## config.mk

```make
export PLATFORM = sky130hd
export DESIGN_NAME = uart_word_assembler_flat
export DESIGN_NICKNAME = d
export VERILOG_FILES = /design/src/rtl/uart_word_assembler_pkg.sv /design/src/rtl/uart_word_assembler_if.sv /design/src/rtl/uart_word_assembler.sv /design/src/flat_wrapper.sv
export SDC_FILE = /design/constraint.sdc
export NUM_CORES = 1
export LEC_CHECK = 0
export BUFFER_PORTS_ARGS = -buffer_cell sky130_fd_sc_hd__clkbuf_2
export CORE_ASPECT_RATIO = 0.8
export CORE_MARGIN = 4
export CORE_UTILIZATION = 24
export DETAILED_ROUTE_END_ITERATION = 10
export SYNTH_ARGS = -nofsm -noshare
export SYNTH_HDL_FRONTEND = slang
export SYNTH_SLANG_ARGS = --single-unit
export TNS_END_PERCENT = 1
```

## constraint.sdc

```tcl
create_clock -name clk -period 1.55 [get_ports clk]
set_clock_uncertainty 0.1 [all_clocks]
set_input_delay 0.2325 -clock clk [delete_from_list [all_inputs] [get_ports clk]]
set_output_delay 0.2325 -clock clk [all_outputs]
set_load 0.02 [all_outputs]
```

## src/rtl/uart_word_assembler_pkg.sv

```systemverilog
// Shared UART constants and the word assembler's state type.
package uart_word_assembler_pkg;

  localparam int unsigned BYTE_W            = 8;
  localparam int unsigned OVERSAMPLE        = 16;
  localparam int unsigned NBYTES_DEF        = 4;
  // Ten bit times of idle line at 16x oversampling.
  localparam int unsigned TIMEOUT_TICKS_DEF = 10 * OVERSAMPLE;

  typedef enum logic [0:0] {
    StCollect = 1'b0,
    StHold    = 1'b1
  } state_e;

endpackage

```

## src/rtl/uart_word_assembler_if.sv

```systemverilog
// Receiver-side byte stream plus the consumer-side word handshake and status pulses.
interface uart_word_assembler_if
  import uart_word_assembler_pkg::*;
#(
  parameter int unsigned NBYTES = NBYTES_DEF
);

  logic                       rx_done_tick;
  logic [BYTE_W-1:0]          rx_data;
  logic                       word_ready;
  logic                       word_valid;
  logic [BYTE_W*NBYTES-1:0]   word_out;
  logic                       overflow;
  logic                       timeout;

  // The assembler.
  modport master (
    input  rx_done_tick, rx_data, word_ready,
    output word_valid, word_out, overflow, timeout
  );

  // The receiver/consumer environment around the assembler.
  modport slave (
    output rx_done_tick, rx_data, word_ready,
    input  word_valid, word_out, overflow, timeout
  );

endinterface

```

## src/rtl/uart_word_assembler.sv

```systemverilog
// Packs UART bytes into NBYTES-wide words (first byte in the MSBs), holds a finished word
// until the consumer takes it, and discards stale partial words after an idle timeout.
module uart_word_assembler
  import uart_word_assembler_pkg::*;
#(
  parameter int unsigned NBYTES        = NBYTES_DEF,
  parameter int unsigned TIMEOUT_TICKS = TIMEOUT_TICKS_DEF
) (
  input  logic                  clk,
  input  logic                  rst,
  input  logic                  baud_tick,
  uart_word_assembler_if.master bus
);

  localparam int unsigned WORD_W = BYTE_W * NBYTES;
  localparam int unsigned CNT_W  = $clog2(NBYTES + 1);
  localparam int unsigned IDLE_W = $clog2(TIMEOUT_TICKS + 1);

  localparam logic [CNT_W-1:0]  LastIdx  = CNT_W'(NBYTES - 1);
  localparam logic [CNT_W-1:0]  FullCnt  = CNT_W'(NBYTES);
  localparam logic [IDLE_W-1:0] IdleLast = IDLE_W'(TIMEOUT_TICKS - 1);

  state_e              state_q, state_d;
  logic [CNT_W-1:0]    count_q, count_d;
  logic [IDLE_W-1:0]   idle_q, idle_d;
  logic [WORD_W-1:0]   word_q, word_d;
  logic                ovf_q, ovf_d;
  logic                tmo_q, tmo_d;
  logic [WORD_W-1:0]   word_shifted;

  assign word_shifted = {word_q[WORD_W-BYTE_W-1:0], bus.rx_data};

  // State, counters, word and status pulses.
  always_ff @(posedge clk or negedge rst) begin
    if (!rst) begin
      state_q <= StCollect;
      count_q <= '0;
      idle_q  <= '0;
      word_q  <= '0;
      ovf_q   <= 1'b0;
      tmo_q   <= 1'b0;
    end else begin
      state_q <= state_d;
      count_q <= count_d;
      idle_q  <= idle_d;
      word_q  <= word_d;
      ovf_q   <= ovf_d;
      tmo_q   <= tmo_d;
    end
  end

  // Next-state: byte accumulation, hold/handshake, overflow and idle timeout.
  always_comb begin
    state_d = state_q;
    count_d = count_q;
    idle_d  = idle_q;
    word_d  = word_q;
    ovf_d   = 1'b0;
    tmo_d   = 1'b0;

    unique case (state_q)
      StCollect: begin
        if (bus.rx_done_tick) begin
          // A byte always beats a coincident timeout expiry.
          word_d = word_shifted;
          idle_d = '0;
          if (count_q == LastIdx) begin
            state_d = StHold;
            count_d = FullCnt;
          end else begin
            count_d = count_q + CNT_W'(1);
          end
        end else if (count_q != '0 && baud_tick) begin
          if (idle_q == IdleLast) begin
            count_d = '0;
            idle_d  = '0;
            tmo_d   = 1'b1;
          end else begin
            idle_d = idle_q + IDLE_W'(1);
          end
        end
      end

      StHold: begin
        idle_d = '0;
        if (bus.word_ready) begin
          state_d = StCollect;
          count_d = '0;
          // A byte arriving on the handshake cycle starts the next word.
          if (bus.rx_done_tick) begin
            word_d  = word_shifted;
            count_d = CNT_W'(1);
          end
        end else if (bus.rx_done_tick) begin
          ovf_d = 1'b1;
        end
      end

      default: begin
        state_d = StCollect;
      end
    endcase
  end

  assign bus.word_valid = (state_q == StHold);
  assign bus.word_out   = word_q;
  assign bus.overflow   = ovf_q;
  assign bus.timeout    = tmo_q;

endmodule

```

## src/flat_wrapper.sv

```systemverilog
// flat-port wrapper written by rule: the top's interface ports become plain ports
module uart_word_assembler_flat import uart_word_assembler_pkg::*;
#(
  parameter int unsigned NBYTES        = NBYTES_DEF,
  parameter int unsigned TIMEOUT_TICKS = TIMEOUT_TICKS_DEF
)
  (clk, rst, baud_tick, bus_rx_done_tick, bus_rx_data, bus_word_ready, bus_word_valid, bus_word_out, bus_overflow, bus_timeout);
  uart_word_assembler_if #(.NBYTES(NBYTES)) bus_i ();
  input  logic clk;
  input  logic rst;
  input  logic baud_tick;
  input wire logic [$bits(bus_i.rx_done_tick)-1:0] bus_rx_done_tick;
  input wire logic [$bits(bus_i.rx_data)-1:0] bus_rx_data;
  input wire logic [$bits(bus_i.word_ready)-1:0] bus_word_ready;
  output wire logic [$bits(bus_i.word_valid)-1:0] bus_word_valid;
  output wire logic [$bits(bus_i.word_out)-1:0] bus_word_out;
  output wire logic [$bits(bus_i.overflow)-1:0] bus_overflow;
  output wire logic [$bits(bus_i.timeout)-1:0] bus_timeout;
  assign bus_i.rx_done_tick = bus_rx_done_tick;
  assign bus_i.rx_data = bus_rx_data;
  assign bus_i.word_ready = bus_word_ready;
  assign bus_word_valid = bus_i.word_valid;
  assign bus_word_out = bus_i.word_out;
  assign bus_overflow = bus_i.overflow;
  assign bus_timeout = bus_i.timeout;
  uart_word_assembler #(.NBYTES(NBYTES), .TIMEOUT_TICKS(TIMEOUT_TICKS)) u_core (.clk(clk), .rst(rst), .baud_tick(baud_tick), .bus(bus_i));
endmodule
```

# Word level (Yosys, flattened, before mapping)
# Cells that the tools add are included.
[totals] latch_bits=0 reg_bits=46 mem_bits_rw=0 mem_count=0 wordCells=42 rom_bits=0
[op_classes] addsub=2 n_shift=0 n_bitwise=1 div_mod_pow=0 eq_ne=5 mux=25 n_lt_le_gt_ge=0 mul=0 reduce_logical=3
[op_table] operator="32-bit 2-to-1 mux" count=2
[op_table] operator="32-bit one-hot mux with 2 select lines" count=1
[op_table] operator="8-bit 2-to-1 mux" count=3
[op_table] operator="8-bit one-hot mux with 2 select lines" count=1
[op_table] operator="3-bit 2-to-1 mux" count=5
[op_table] operator="1-bit 2-to-1 mux" count=11
[op_table] operator="8-bit by 1-bit adder with 8-bit output, second input constant" count=1
[op_table] operator="8-bit == test, second input constant" count=1
[op_table] operator="3-bit by 2-bit inequality test with 1-bit output, second input constant" count=2
[op_table] operator="3-bit one-hot mux with 2 select lines" count=1
[op_table] operator="3-bit by 1-bit adder with 3-bit output, second input constant" count=1
[op_table] operator="3-bit by 2-bit == test with 1-bit output, second input constant" count=1
[op_table] operator="3-bit AND reduction" count=1
[op_table] operator="3-bit nonzero test" count=1
[op_table] operator="2-bit inequality test, second input constant" count=1
[op_table] operator="1-bit one-hot mux with 2 select lines" count=1
[op_table] operator="1-bit logical AND" count=1
[op_table] operator="1-bit inverter" count=1

# Depth between registers and ports, before layout
[logic_depth] word_depth=5 mapped_depth=6 mapped_depth_nobuf=6

# Least setup slack after synthesis
# Ideal clock, no wire load.
[synth_path] kind="register to register" start="register u_core.state_q, in the netlist u_core.bus.word_valid" end="register u_core.word_q[0], in the netlist u_core.bus.word_out[0]" t_arrival_ns=1.417 synth_period_minus_slack_ns=1.642 required_ns=1.325 path_stages_with_launch=5 slack_ns=-0.092 cell_sequence="dfrtp_1 -> or2b_1 -> nand2_1 -> buf_4 -> mux2_2"
[synth_via] elab_chain_cells=2 word_cells_on_any_way=3
[synth_rtl] item="from (decl)" line="uart_word_assembler.sv:23" source="state_e state_q, state_d;"
[synth_rtl] item="from (signal assigned)" line="uart_word_assembler.sv:36" source="state_q <= StCollect;"
[synth_rtl] item="from (signal assigned)" line="uart_word_assembler.sv:43" source="state_q <= state_d;"
[synth_rtl] item="1-bit inverter" line="uart_word_assembler.sv:61" source="unique case (state_q)"
[synth_rtl] item="32-bit one-hot mux with 2 select lines" line="uart_word_assembler.sv:61"
[synth_rtl] item="to (signal assigned)" line="uart_word_assembler.sv:46" source="word_q <= word_d;"
[synth_rtl] item="to (decl)" line="uart_word_assembler.sv:26" source="logic [WORD_W-1:0] word_q, word_d;"
# Parallel ways exist; a longest one is shown, timed or not.
# A chain may end at the register's enable or synchronous reset.

# Worst setup path after layout
[layout_path] start="register u_core.idle_q[1]" end="register u_core.count_q[0]"
[layout_via] elab_chain_cells=3
[layout_rtl] item="from (decl)" line="uart_word_assembler.sv:25" source="logic [IDLE_W-1:0] idle_q, idle_d;"
[layout_rtl] item="from (signal assigned)" line="uart_word_assembler.sv:45" source="idle_q <= idle_d;"
[layout_rtl] item="8-bit == test" line="uart_word_assembler.sv:74" source="if (idle_q == IdleLast) begin"
[layout_rtl] item="3-bit by 2-bit inequality test with 1-bit output (no line)"
[layout_rtl] item="3-bit AND reduction (no line)"
[layout_rtl] item="to (signal assigned)" line="uart_word_assembler.sv:44" source="count_q <= count_d;"
[layout_rtl] item="to (decl)" line="uart_word_assembler.sv:24" source="logic [CNT_W-1:0] count_q, count_d;"
# No other way between the ends.

==> run_summary.xml <==
<?xml version="1.0" encoding="UTF-8"?>
<metrics>
  <group name="setup_path">
    <metric name="cp.required" unit="ns">1.64</metric>
    <metric name="crit_path_end" unit="">u_core.count_q[0]</metric>
    <metric name="critical_path.reg2reg.endpoint" unit="">u_core.count_q[0]</metric>
    <metric name="worstPathCellList" unit="">ha_2 &gt; and4_4 &gt; a41o_1 &gt; nand2_2 &gt; a22o_1</metric>
    <metric name="cp-startpoint" unit="">u_core.idle_q[1]</metric>
    <metric name="critical_path_cell_count" unit="">5</metric>
    <metric name="critical_path_start_end_classification" unit="">flip-flop to flip-flop</metric>
    <metric name="critPathBufInv" unit="">0</metric>
    <metric name="r2r-start" unit="">u_core.idle_q[1]</metric>
    <metric name="worst_path_largest_cell_delay" unit="ns">0.38</metric>
    <metric name="cp_slowest_cell" unit="">sky130_fd_sc_hd__dfrtp_1</metric>
    <metric name="arrival" unit="ns">1.62</metric>
    <metric name="worst-r2r-cell-count" unit="">5</metric>
    <metric name="timing.critical_path.max_delay_family" unit="">compound AO/OA/AOI/OAI gates</metric>
    <metric name="timing.critical_path.from_type" unit="">flip-flop</metric>
    <metric name="reg2reg_slack" unit="ns">0.01</metric>
    <metric name="setup.worst_path.end_class" unit="">flip-flop</metric>
    <metric name="critPathMaxFanout" unit="">3</metric>
  </group>
  <group name="floorplan">
    <metric name="pin_count" unit="">48</metric>
    <metric name="fp.dieH" unit="µm">88.1</metric>
    <metric name="core_area" unit="µm²">7600</metric>
    <metric name="starting_density_of_the_core" unit="%">25.3</metric>
    <metric name="fp-row-count" unit="">28</metric>
    <metric name="fp.dieArea" unit="µm²">9520</metric>
    <metric name="die_w" unit="µm">108</metric>
  </group>
  <group name="grt">
    <metric name="overflow_left_after_global_routing" unit="">0</metric>
    <metric name="pin_count_of_the_biggest_net_entering_global_routing" unit="">47</metric>
    <metric name="initial_antenna_violation_count" unit="">0</metric>
    <metric name="grt_pass1_wl" unit="µm">6330</metric>
    <metric name="gr-usage-all-layers" unit="%">8.31</metric>
    <metric name="first_global_vias" unit="">1369</metric>
  </group>
  <group name="pwr">
    <metric name="vdd_ir_drop_max" unit="mV">0.642</metric>
    <metric name="share_clk_of_total_power" unit="%">19.7</metric>
    <metric name="netSwitchingFraction" unit="%">35.0</metric>
    <metric name="switching_power" unit="W">0.00155</metric>
    <metric name="leakage_dissipation" unit="nW">1.22</metric>
    <metric name="portion_of_total_power_attributed_to_combinational_logic" unit="%">39.9</metric>
    <metric name="p_int" unit="W">0.00287</metric>
    <metric name="power.density_cell_area" unit="nW/µm²">1680</metric>
    <metric name="seq_power_share" unit="%">40.4</metric>
  </group>
  <group name="synth">
    <metric name="postSynthAreaPerCell" unit="µm²">13.7</metric>
    <metric name="postSynth.asyncResetShare" unit="%">100</metric>
    <metric name="syn_inst" unit="">140</metric>
    <metric name="synth_area" unit="µm²">1920</metric>
    <metric name="biggest_area_consumer_among_synthesized_cells" unit="">sky130_fd_sc_hd__dfrtp_1</metric>
    <metric name="synth_fp_nets" unit="">157</metric>
    <metric name="ys.warnings.count" unit="">0</metric>
    <metric name="synth_largest_type_area_fraction" unit="%">59.8</metric>
    <metric name="area_contributors_post_synth" unit="">sky130_fd_sc_hd__dfrtp_1 (60%), sky130_fd_sc_hd__mux2_2 (19%), sky130_fd_sc_hd__ha_1 (2.6%)</metric>
    <metric name="ys_ff_latch" unit="">46</metric>
    <metric name="post_synthesis_cell_type_count" unit="">29</metric>
    <metric name="seq_area_frac_synth" unit="%">59.8</metric>
    <metric name="synth_edf_count" unit="">0</metric>
    <metric name="yosys_most_used_dff" unit="">sky130_fd_sc_hd__dfrtp_1</metric>
  </group>
  <group name="placement">
    <metric name="numPortBuffers" unit="">47</metric>
    <metric name="dp_hpwl" unit="µm">2690</metric>
    <metric name="gp_congestion" unit="">0.738</metric>
    <metric name="numPlacedInstances" unit="">304</metric>
    <metric name="dp_slack" unit="ns">-0.0546</metric>
  </group>
  <group name="sta">
    <metric name="timing.final.crit_period" unit="ns">1.54</metric>
    <metric name="min_period_over_period" unit="%">99.1</metric>
    <metric name="worstMarginPinSlew" unit="ns">0.259</metric>
    <metric name="rsz_0062_raised_after_global_routing" unit="">true</metric>
    <metric name="final.setup.worst_slack" unit="ns">0.0132</metric>
    <metric name="clock.fmax" unit="MHz">651</metric>
    <metric name="setup_viol_count_final" unit="">0</metric>
    <metric name="hold_violations" unit="">0</metric>
    <metric name="worst_slew_margin_rel" unit="%">82.6</metric>
    <metric name="maxSlewViolCount" unit="">0</metric>
  </group>
  <group name="cells_and_area">
    <metric name="insertedDiodeCount" unit="">0</metric>
    <metric name="area.growth.synth_to_final" unit="%">36.8</metric>
    <metric name="final_layout_size_suffix_gt1_share" unit="%">59.4</metric>
    <metric name="layout.filler_cells" unit="">754</metric>
    <metric name="final-instance-count-excl-fill" unit="">317</metric>
    <metric name="multiInputGateArea" unit="µm²">801</metric>
    <metric name="sequential_cell_area" unit="µm²">1150</metric>
    <metric name="num-nets-final" unit="">228</metric>
  </group>
  <group name="route">
    <metric name="drt_pass_1_iters" unit="">4</metric>
    <metric name="antenna_left" unit="">0</metric>
    <metric name="drt_wl_total" unit="µm">3680</metric>
    <metric name="num_vias" unit="">1303</metric>
    <metric name="post-route-drc-count" unit="">0</metric>
    <metric name="vias_per_cell" unit="">4.11</metric>
    <metric name="routed_wire_length_per_instance" unit="µm">11.6</metric>
    <metric name="first_iter_violations" unit="">31</metric>
  </group>
  <group name="outcome">
    <metric name="outcome" unit="">finished, final reports clean</metric>
  </group>
  <group name="clocking">
    <metric name="tritoncts_num_sinks" unit="">46</metric>
    <metric name="cts_buffer_depth" unit="">2</metric>
    <metric name="clockRootBuffer" unit="">sky130_fd_sc_hd__clkbuf_8</metric>
    <metric name="path_clk_slew" unit="ns">0.09</metric>
    <metric name="cts_made_buffers" unit="">5</metric>
    <metric name="clock_latency" unit="ns">0.29</metric>
    <metric name="cts_tree" unit="">built</metric>
    <metric name="h-tree-depth" unit="">2</metric>
  </group>
  <group name="flow_run">
    <metric name="cap_viol_max_count" unit="">0</metric>
  </group>
  <group name="min_path">
    <metric name="hold_class" unit="">input pin to flip-flop</metric>
  </group>
</metrics>
state kept, by name, indices dropped and copies added, names as in the netlist:
signal                 count
u_core.bus.overflow        1
u_core.bus.timeout         1
u_core.bus.word_out       32
u_core.bus.word_valid      1
u_core.count_q             3
u_core.idle_q              8
cells in the mapped netlist, types with 2 or more instances:
cell / count
sky130_fd_sc_hd__nand4_1: 3
sky130_fd_sc_hd__mux2_2: 32
sky130_fd_sc_hd__xor2_1: 3
sky130_fd_sc_hd__or4_1: 2
sky130_fd_sc_hd__buf_4: 3
sky130_fd_sc_hd__nor2_1: 3
sky130_fd_sc_hd__a22o_1: 3
sky130_fd_sc_hd__nand2_1: 10
sky130_fd_sc_hd__dfrtp_1: 46
sky130_fd_sc_hd__ha_1: 4
sky130_fd_sc_hd__a21oi_1: 5
sky130_fd_sc_hd__o31ai_1: 3
sky130_fd_sc_hd__and2_1: 2
sky130_fd_sc_hd__inv_1: 4
sky130_fd_sc_hd__nand3_1: 3
how the worst min path moves through the flow:
stage | startpoint | end | slack, ns | depth (start not counted)
finish | bus_rx_data[3] | u_core.bus.word_out[3] | 0.07 | 2
floorplan | rst | u_core.bus.overflow | -0.16 | 0
global placement | rst | u_core.bus.word_valid | 0.14 | 2
global route | bus_rx_data[1] | u_core.bus.word_out[1] | 0.06 | 2
CTS | bus_rx_data[2] | u_core.bus.word_out[2] | 0.06 | 2
detailed placement | rst | u_core.bus.word_valid | 0.14 | 2
power groups by stage:
stage,registers (W),logic (W),clock network (W)
2_1_floorplan,0.00218,0.000629,0
3_3_place_gp,0.00181,0.00162,0
3_5_place_dp,0.00182,0.00164,0
4_1_cts,0.00179,0.00173,0.000920
5_1_grt,0.00185,0.00192,0.000966
6_report,0.00178,0.00176,0.000872
cells in the final DEF (no fill, tap or decap), types with 3 or more instances in the layout:
cell,count
sky130_fd_sc_hd__a21oi_2,3
sky130_fd_sc_hd__a22o_1,3
sky130_fd_sc_hd__buf_4,17
sky130_fd_sc_hd__clkbuf_2,47
sky130_fd_sc_hd__clkbuf_8,5
sky130_fd_sc_hd__dfrtp_1,45
sky130_fd_sc_hd__inv_1,4
sky130_fd_sc_hd__mux2_2,31
sky130_fd_sc_hd__nand2_1,7
sky130_fd_sc_hd__nand2_2,3
sky130_fd_sc_hd__nand4_1,3
sky130_fd_sc_hd__nor2_1,3
sky130_fd_sc_hd__o31ai_1,3
sky130_fd_sc_hd__xor2_1,3
layer usage:
layer | wire length, µm | part of all wire, % | up-vias | track usage (%)
met5 | 0 | 0 | - | 0
met4 | 17 | 0.46 | 0 | 2.41
met3 | 264 | 7.2 | 2 | 3.10
met2 | 1710 | 46 | 29 | 13.1
met1 | 1690 | 46 | 636 | 10.7
li1 | - | - | 636 | -
cell families after synthesis:
family | after synthesis | share of synthesized area [%]
compound gates | 14 | 5.46
xor+xnor | 3 | 1.37
fa+ha+maj | 4 | 2.60
buf+inv | 8 | 2.54
flops | 46 | 59.8
mux | 32 | 18.7
simple gates | 33 | 9.49
layout make-up:
class	instances	share of cell area, %
Clock buffer	5	2.61
Clock inverter	3	1.52
Inverter	4	0.570
Multi-Input combinational cell	86	30.4
Sequential cell	46	43.8
Tap cell	105	4.99
Timing Repair Buffer	68	16.1
through the flow:
| stage | setup TNS [ns] | hold WS (ns) | utilization, % | cell area [µm²] | total power [W] |
|---|---|---|---|---|---|
| final | 0 | 0.0701 | 34.6 | 2630 | 0.00442 |
| after global routing | -1.09 | 0.0589 | 34.6 | 2630 | 0.00474 |
| after CTS | -0.0118 | 0.0591 | 33.8 | 2570 | 0.00444 |
| after detailed placement | -0.0806 | 0.144 | 31.8 | 2420 | 0.00347 |
| after global placement | -0.0278 | 0.140 | 31.8 | 2420 | 0.00343 |
| after floorplan | -0.0323 | -0.163 | - | 1940 | 0.00281 |
what timing repair did:
action                                  CTS  global route
endpoints found under the setup margin    4            37
setup buffers                             4             0
hold endpoints to repair                 46             0
hold buffers                              1             0
resized for setup                         2            14
pin swaps                                 5            12
Power figures use the tool's default switching activity.
